--- config.mk ---
export PLATFORM = sky130hd
export DESIGN_NAME = mfp_audio_seq
export DESIGN_NICKNAME = d
export VERILOG_FILES = /design/src/rtl/mfp_audio_seq.sv
export SDC_FILE = /design/constraint.sdc
export NUM_CORES = 1
export LEC_CHECK = 0
export CAP_MARGIN = 20
export CELL_PAD_IN_SITES_DETAIL_PLACEMENT = 0
export CELL_PAD_IN_SITES_GLOBAL_PLACEMENT = 2
export CORE_MARGIN = 5
export CORE_UTILIZATION = 32
export CTS_CLUSTER_SIZE = 14
export DETAILED_ROUTE_END_ITERATION = 7
export PLACE_DENSITY_LB_ADDON = 0.05
export SLEW_MARGIN = 30
export SYNTH_ARGS = -nofsm -noshare
export SYNTH_HDL_FRONTEND = slang
export SYNTH_SLANG_ARGS = --single-unit
--- constraint.sdc ---
create_clock -name HCLK -period 2.9 [get_ports HCLK]
set_input_delay 0.58 -clock HCLK [delete_from_list [all_inputs] [get_ports HCLK]]
set_output_delay 0.58 -clock HCLK [all_outputs]
set_load 0.05 [all_outputs]
--- src/rtl/mfp_audio_seq.sv ---
// Note sequencer that arbitrates five one-shot sound effects over a looping music track.
// Optional build macro MFP_AUDIO_SFX_PREEMPT_EN lets a higher-index sfx abort a playing lower one.
//
// state | meaning
// IDLE  | silent, waiting for a pending sfx or music_en
// ARB   | choose highest pending sfx, else music, else back to IDLE
// FETCH | rom_addr driven with the note pointer
// WAIT  | ROM word arrives; captured on the next edge
// PLAY  | tone output for dur ticks, then advance, loop or re-arbitrate
module mfp_audio_seq #(
  parameter int unsigned TICK_DIV   = 250000,
  parameter logic [6:0]  MUSIC_BASE = 7'h40
) (
  input  logic        HCLK,
  input  logic        HRESET,
  input  logic [4:0]  sfx_req,
  input  logic        music_en,
  output logic [6:0]  rom_addr,
  input  logic [24:0] rom_data,
  output logic [15:0] tone_half_period,
  output logic        tone_en,
  output logic [2:0]  active_id
);

  localparam int PW = (TICK_DIV > 1) ? $clog2(TICK_DIV) : 1;
  localparam logic [PW-1:0] PRESC_TOP = PW'(TICK_DIV - 1);

  typedef enum logic [2:0] {S_IDLE, S_ARB, S_FETCH, S_WAIT, S_PLAY} state_t;

  state_t      state, state_nxt;
  logic [4:0]  pending, pend_clr, req_all;
  logic [6:0]  ptr, ptr_nxt, music_ptr, music_ptr_nxt;
  logic        cur_music, cur_music_nxt;
  logic [2:0]  cur_sfx, cur_sfx_nxt, top_sfx;
  logic [PW-1:0] presc;
  logic [7:0]  ticks_left;
  logic        note_last;
  logic        tick, play_end, any_pend, sfx_hit, last_entry;

  assign tick       = (presc == '0);
  assign any_pend   = |pending;
  assign req_all    = pending | sfx_req;
  assign sfx_hit    = |req_all;
  assign play_end   = tick && (ticks_left == 8'd1);
  // sfx never leaves its 8-entry window; music wraps at the top of the ROM
  assign last_entry = note_last || (cur_music ? (ptr == 7'h7F) : (ptr[2:0] == 3'd7));

  always_comb begin
    top_sfx = 3'd0;
    for (int i = 0; i < 5; i++)
      if (pending[i]) top_sfx = 3'(i);
  end

`ifdef MFP_AUDIO_SFX_PREEMPT_EN
  logic hi_req;
  always_comb begin
    hi_req = 1'b0;
    for (int i = 0; i < 5; i++)
      if (req_all[i] && (3'(i) > cur_sfx)) hi_req = 1'b1;
  end
`endif

  always_ff @(posedge HCLK) begin
    if (HRESET) state <= S_IDLE;
    else        state <= state_nxt;
  end

  always_comb begin
    state_nxt = state;
    case (state)
      S_IDLE:  if (any_pend || music_en) state_nxt = S_ARB;
      S_ARB:   state_nxt = (any_pend || music_en) ? S_FETCH : S_IDLE;
      S_FETCH: state_nxt = S_WAIT;
      S_WAIT:  state_nxt = S_PLAY;
      S_PLAY: begin
        if (cur_music) begin
          if (sfx_hit)        state_nxt = S_ARB;
          else if (!music_en) state_nxt = S_IDLE;
          else if (play_end)  state_nxt = S_FETCH;
        end else begin
          if (play_end) state_nxt = last_entry ? S_ARB : S_FETCH;
`ifdef MFP_AUDIO_SFX_PREEMPT_EN
          if (hi_req) state_nxt = S_ARB;
`endif
        end
      end
      default: state_nxt = S_IDLE;
    endcase
  end

  always_comb begin
    ptr_nxt       = ptr;
    music_ptr_nxt = music_ptr;
    pend_clr      = '0;
    cur_music_nxt = cur_music;
    cur_sfx_nxt   = cur_sfx;
    case (state)
      S_ARB: begin
        if (any_pend) begin
          pend_clr      = 5'b00001 << top_sfx;
          ptr_nxt       = {1'b0, top_sfx, 3'b000};
          cur_music_nxt = 1'b0;
          cur_sfx_nxt   = top_sfx;
        end else if (music_en) begin
          ptr_nxt       = music_ptr;
          cur_music_nxt = 1'b1;
        end
      end
      S_PLAY: begin
        if (state_nxt == S_FETCH)
          ptr_nxt = (cur_music && last_entry) ? MUSIC_BASE : ptr + 7'd1;
        else if (cur_music && (state_nxt != S_PLAY))
          music_ptr_nxt = ptr;
      end
      default: ;
    endcase
  end

  // Prescaler restarts on PLAY entry so every note lasts whole ticks.
  always_ff @(posedge HCLK) begin
    if (HRESET)                         presc <= '0;
    else if (state == S_WAIT || tick)   presc <= PRESC_TOP;
    else                                presc <= presc - PW'(1);
  end

  always_ff @(posedge HCLK) begin
    if (HRESET) begin
      pending          <= '0;
      ptr              <= '0;
      music_ptr        <= MUSIC_BASE;
      cur_music        <= 1'b0;
      cur_sfx          <= '0;
      ticks_left       <= '0;
      note_last        <= 1'b0;
      tone_en          <= 1'b0;
      tone_half_period <= '0;
      active_id        <= '0;
      rom_addr         <= '0;
    end else begin
      pending   <= (pending & ~pend_clr) | sfx_req;
      ptr       <= ptr_nxt;
      music_ptr <= music_ptr_nxt;
      cur_music <= cur_music_nxt;
      cur_sfx   <= cur_sfx_nxt;

      if (state_nxt == S_FETCH) begin
        rom_addr  <= ptr_nxt;
        active_id <= cur_music_nxt ? 3'd1 : cur_sfx_nxt + 3'd2;
      end else if (state_nxt == S_IDLE) begin
        active_id <= '0;
      end

      if (state == S_WAIT) begin
        note_last        <= rom_data[24];
        tone_half_period <= rom_data[23:8];
        ticks_left       <= (rom_data[7:0] == 8'd0) ? 8'd1 : rom_data[7:0];
        tone_en          <= (rom_data[23:8] != 16'd0);
      end else begin
        if (state_nxt != S_PLAY) tone_en <= 1'b0;
        if (state == S_PLAY && tick) ticks_left <= ticks_left - 8'd1;
      end
    end
  end

endmodule
Yosys cells after proc, flatten, opt, wreduce, memory -nomap -nowiden
Index checks and enable logic that the tools add are counted.
{"block": "totals", "ff_bits": 80, "input_bits": 33, "output_inout_bits": 27, "elab_cells": 87}
{"block": "op_classes", "addsub": 4, "eq_ne": 9, "n_shift": 1, "mux": 35, "bitwise": 5, "reduce_logical": 19}
{"op": "$mux 3", "count": 14}
{"op": "$mux 7", "count": 4}
{"op": "$mux 8", "count": 3}
{"op": "$logic_not 18->1", "count": 1}
{"op": "$mux 18", "count": 1}
{"op": "$sub 18x1->18 const B", "count": 1}
{"op": "$reduce_bool 16->1", "count": 1}
{"op": "$pmux 3 s5", "count": 1}
{"op": "$pmux 7 s2", "count": 1}
{"op": "$mux 5", "count": 2}
{"op": "$or 5x5->5", "count": 2}
{"op": "$reduce_or 5->1", "count": 2}
{"op": "$eq 3x2->1 const B", "count": 3}
{"op": "$eq 8x1->1 const B", "count": 1}
{"op": "$logic_not 8->1", "count": 1}
{"op": "$sub 8x1->8 const B", "count": 1}
{"op": "$add 7x1->7 const B", "count": 1}
{"op": "$eq 7x7->1 const B", "count": 1}
{"op": "$mux 1", "count": 7}
{"op": "$eq 3x3->1 const B", "count": 2}
{"op": "$logic_not 3->1", "count": 2}
{"op": "$reduce_bool 2->1", "count": 3}
{"op": "$and 5x5->5", "count": 1}
{"op": "$not 5->5", "count": 1}
{"op": "10 further kinds", "count": 16}

Depth between registers and ports, before layout
Gate-level depths: netlist of run 1.
{"block": "depth", "ltp_word": 10, "depth_mapped": 11, "mapped_depth_nobuf": 9}

Least setup slack after synthesis of run 1
OpenSTA, ideal clock, no wires.
{"block": "synth_path", "path_kind": "input port to flip-flop", "from": "input music_en", "to": "register rom_addr[6]", "setup_ps": 88, "arrival_time_ps": 2226, "required_time_ps": 2812, "slack_ps": 586, "stages": 9, "n_path_buf": 2, "path_cell_list": "clkbuf_1 nor3_1 a21oi_1 o311ai_0 o21ba_2 nor3_4 buf_6 nor2_1 a311oi_2"}
{"block": "synth_via", "elab_chain_cells": 7, "elab_cells_between_ends": 12, "cone_classes": "eq/ne (1); mux (10); reduce/logical (1)"}
{"item": "from (decl)", "line_no": "17", "source": "input logic music_en,"}
{"item": "$mux 3", "line_no": "78", "source": "else if (!music_en) state_nxt = S_IDLE;"}
{"item": "$mux 3", "line_no": "77", "source": "if (sfx_hit) state_nxt = S_ARB;"}
{"item": "$mux 3", "line_no": "76", "source": "if (cur_music) begin"}
{"item": "$pmux 3 s5", "line_no": "70", "source": "case (state)"}
{"item": "$eq 3x2->1", "line_no": "110, 146"}
{"item": "$mux 7", "line_no": "110", "source": "if (state_nxt == S_FETCH)"}
{"item": "$pmux 7 s2", "line_no": "97", "source": "case (state)"}
{"item": "to (signal assigned)", "line_no": "147", "source": "rom_addr <= ptr_nxt;"}
{"item": "to (decl)", "line_no": "18", "source": "output logic [6:0] rom_addr,"}
Several ways; a longest one is shown, not always the timed one.
A chain may end at the register's enable or synchronous reset.

Final worst setup path of run 1
{"block": "layout_path", "from": "input sfx_req[3]", "to": "register ptr[3]"}
{"block": "layout_via", "elab_chain_cells": 8}
{"item": "from (decl)", "line_no": "16", "source": "input logic [4:0] sfx_req,"}
{"item": "$or 5x5->5", "line_no": "42", "source": "assign req_all = pending | sfx_req;"}
{"item": "$reduce_or 5->1", "line_no": "43", "source": "assign sfx_hit = |req_all;"}
{"item": "$mux 3", "line_no": "77"}
{"item": "$mux 3", "line_no": "76"}
{"item": "$pmux 3 s5", "line_no": "70"}
{"item": "$eq 3x2->1", "line_no": "110"}
{"item": "$mux 7", "line_no": "110"}
{"item": "$pmux 7 s2", "line_no": "97"}
{"item": "to (signal assigned)", "line_no": "141", "source": "ptr <= ptr_nxt;"}
{"item": "to (decl)", "line_no": "32", "source": "logic [6:0] ptr, ptr_nxt, music_ptr, music_ptr_nxt;"}
Every way passes these cells.

==> impl_metrics.py, run 1 <==
metrics = {
    "run_status": {
        "status": "complete, no violations",
    },
    "cts": {
        "clockBufferDepth": 2,
        "numCtsBuffers": 9,
        "cts.sinks": 80,
        "clk_pin_slew_ns": 0.06,
        "cts.hold.buffers_added": 0,
        "ctsResizeCount": 0,
        "cts_setup_buffers": 0,
        "cts_tree": "done",
        "cts-root-buf": "clkbuf_16",
        "h-tree-depth": 3,
        "clock_latency_ns": 0.34,
    },
    "floorplanning": {
        "initial_core_util": 0.330,
        "ios": 60,
        "fp.dieArea_um2": 14200,
        "die_h_um": 119,
        "rows": 39,
        "coreArea_um2": 11600,
        "die_w_um": 119,
    },
    "sta": {
        "drv_slew": 0,
        "whs_ns": 0.455,
        "timing.slew.headroom": 0.472,
        "period_share": 0.900,
        "fin_skew_ns": 0.00625,
        "hold_viol": 0,
        "setup_violations": 0,
        "rsz0062_at_grt": "false",
        "max_slew.worst_pin.slew_ns": 0.792,
        "period_needed_ns": 2.61,
        "timing.fmax_mhz": 383,
    },
    "yosys": {
        "yosysTopAreaCellShare": 0.420,
        "syn_inst": 459,
        "yosys.area.top_type": "dfxtp_1",
        "ys_ff_latch": 80,
        "synthesis.nets": 497,
        "post-synth-top-count-cell": "dfxtp_1",
        "ys.flop_type": "dfxtp_1",
        "synth_edf_count": 0,
        "syn_area_per_cell_um2": 8.31,
        "yosys-top-cells-count": "dfxtp_1 (80), nand2_1 (66), a21oi_1 (52)",
        "synth_area_leaders": "dfxtp_1 (42%), a21oi_1 (6.8%), nand2_1 (6.5%)",
        "synthesis.area_um2": 3810,
        "yosysUniqueCellTypes": 55,
        "ys_seq_area_frac": 0.420,
        "yosysWarnings": 0,
        "synthArstFlopShare": 0,
    },
    "hold_path": {
        "hold_end": "tone_half_period[7]",
        "holdPathStages": 2,
        "hold_path.class": "reg -> reg",
        "hold_start": "tone_half_period[7]",
    },
    "routing": {
        "finalWirelength_mm": 10.4,
        "drt-wirelength-per-cell_um": 15.4,
        "routed_via_density": 5.15,
        "drt_iter0_drc": 162,
        "drcViolationCount": 0,
        "ant_nets": 0,
        "dr.pass1.iters": 4,
        "vias": 3455,
    },
    "layout": {
        "nFillCells": 1196,
        "nets": 562,
        "area_growth_pct": 29.4,
        "antenna-diode-count": 0,
        "instances_no_fill": 671,
        "layout-drive-gt1-share": 0.106,
        "final_area_um2": 4930,
    },
    "critical_path": {
        "worst-path-max-fanout": 4,
        "criticalPathCategory": "in -> reg",
        "slowest_stage": "clkdlybuf4s50_1",
        "cp-start-kind": "input pin",
        "cpPeakStageDelay_ns": 0.43,
        "cp_cell_sequence": "clkdlybuf4s50_1 -> nor4bb_1 -> a21oi_1 -> o311ai_0 -> o21ba_2 -> nor4_1 -> nand4b_1 -> a31oi_1",
        "reg2reg_from": "presc[0]",
        "r2r-end": "ptr[3]",
        "crit_required_ns": 3.16,
        "r2r_slack_ns": 0.30,
        "cp_top_family": "simple AND/OR/NAND/NOR gates",
        "crit_arrival_ns": 2.87,
        "reg2reg_depth": 10,
        "critPathCaptureType": "flop",
        "cp-startpoint": "sfx_req[3]",
        "cp_num_buf_inv": 1,
    },
    "grt": {
        "globalRoute.totalOverflow": 0,
        "grt_pass1_wl_mm": 17.9,
        "grt_pass1_vias": 3447,
        "antenna_found_initial": 0,
        "grt_max_degree": 71,
        "grt_use_total": 0.155,
    },
    "pwr": {
        "p_per_area_nw_per_um2": 735,
        "p_leak_nw": 1.77,
        "irDropWorstVdd_mv": 0.370,
        "power.total_w": 0.00363,
    },
    "place": {
        "finalWeightedCongestion": 0.818,
        "dp_hpwl_mm": 7.39,
        "place_inst": 656,
        "io_buffers": 59,
        "placed_area_um2": 4660,
    },
    "run": {
        "cap_violations": 0,
    },
}
## how the worst max path moves through the flow
stage | slack, ns | end | cells after the start
floorplan | 0.59 | rom_addr[6] | 9
global placement | -0.00006 | music_ptr[4] | 9
detailed placement | -0.04 | ptr[3] | 8
CTS | 0.27 | ptr[3] | 10
global route | 0.04 | ptr[3] | 10
finish | 0.29 | ptr[3] | 8
## layout by cell type, fill, tap and decap left out, drive strengths merged, types with 7 or more instances in the layout
cell | netlist | final
xor2 | 9 | 9
mux2i | 7 | 7
dfxtp | 80 | 80
buf | 5 | 22
a311oi | 7 | 7
nor2 | 47 | 47
a21oi | 52 | 52
or3 | 8 | 8
nand2 | 66 | 66
nor3 | 21 | 21
nand3 | 12 | 12
and3 | 8 | 8
nor4 | 12 | 12
clkbuf | 21 | 11
inv | 10 | 10
a211oi | 8 | 8
xnor2 | 15 | 15
clkdlybuf4s50 | 0 | 58
## worst min-delay path, stage by stage, from the launching register on
cell     delay [ns]
dfxtp_1        0.31
nand2_1        0.05
a21oi_1        0.05
## power by group
group	total, W	leakage [nW]	switching (W)	internal [W]
Combinational	0.00112	0.981	0.000613	0.000508
Clock	0.00106	0.141	0.000449	0.000616
Sequential	0.00144	0.653	0.000171	0.00127
## logic make-up after synthesis
group | synth area share
XOR/XNOR | 0.0551
multiplexers | 0.0243
adder cells (fa/ha/maj) | 0.0164
AND/OR/NAND/NOR | 0.256
AO/OA/AOI/OAI | 0.191
buffers and inverters | 0.0374
flip-flops | 0.420
## per-stage QoR
stage | setup TNS (ns) | utilization | worst slack [ns]
after global placement | -0.0000624 | 0.403 | -0.0000624
after floorplan | 0 | - | 0.586
after global routing | 0 | 0.426 | 0.0374
after detailed placement | -0.154 | 0.403 | -0.0394
final | 0 | 0.426 | 0.290
after CTS | 0 | 0.426 | 0.265
## registers in the layout, indices dropped and copies added (netlist names)
name and cells:
state 3, ptr 7, cur_music 1, note_last 1
rom_addr 7, ticks_left 8, cur_sfx 3, music_ptr 7
tone_half_period 16, presc 18, pending 5, tone_en 1
active_id 3
## cell type report
type | count | area, um2 | area share
Inverter | 10 | 37.5 | 0.00761
Tap cell | 143 | 179 | 0.0363
Clock inverter | 4 | 20.0 | 0.00406
Sequential cell | 80 | 1600 | 0.325
Multi-Input combinational cell | 343 | 2070 | 0.420
Timing Repair Buffer | 80 | 768 | 0.156
Clock buffer | 11 | 253 | 0.0512
## per-layer routing
layer  wire length [um]  global-route usage  part of all wire
met5                  0                   0                 0
met4                 97              0.0362            0.0094
met2               4410               0.227              0.43
met1               5220               0.216              0.50
met3                638              0.0583             0.062
(Power assumes the default switching activity.)
==> run 2: changes to the inputs <==
- SKIP_LAST_GASP: not set -> 1
==> results of run 2 <==
Same layout as run 1: the final DEF is identical, and so are final timing and power.
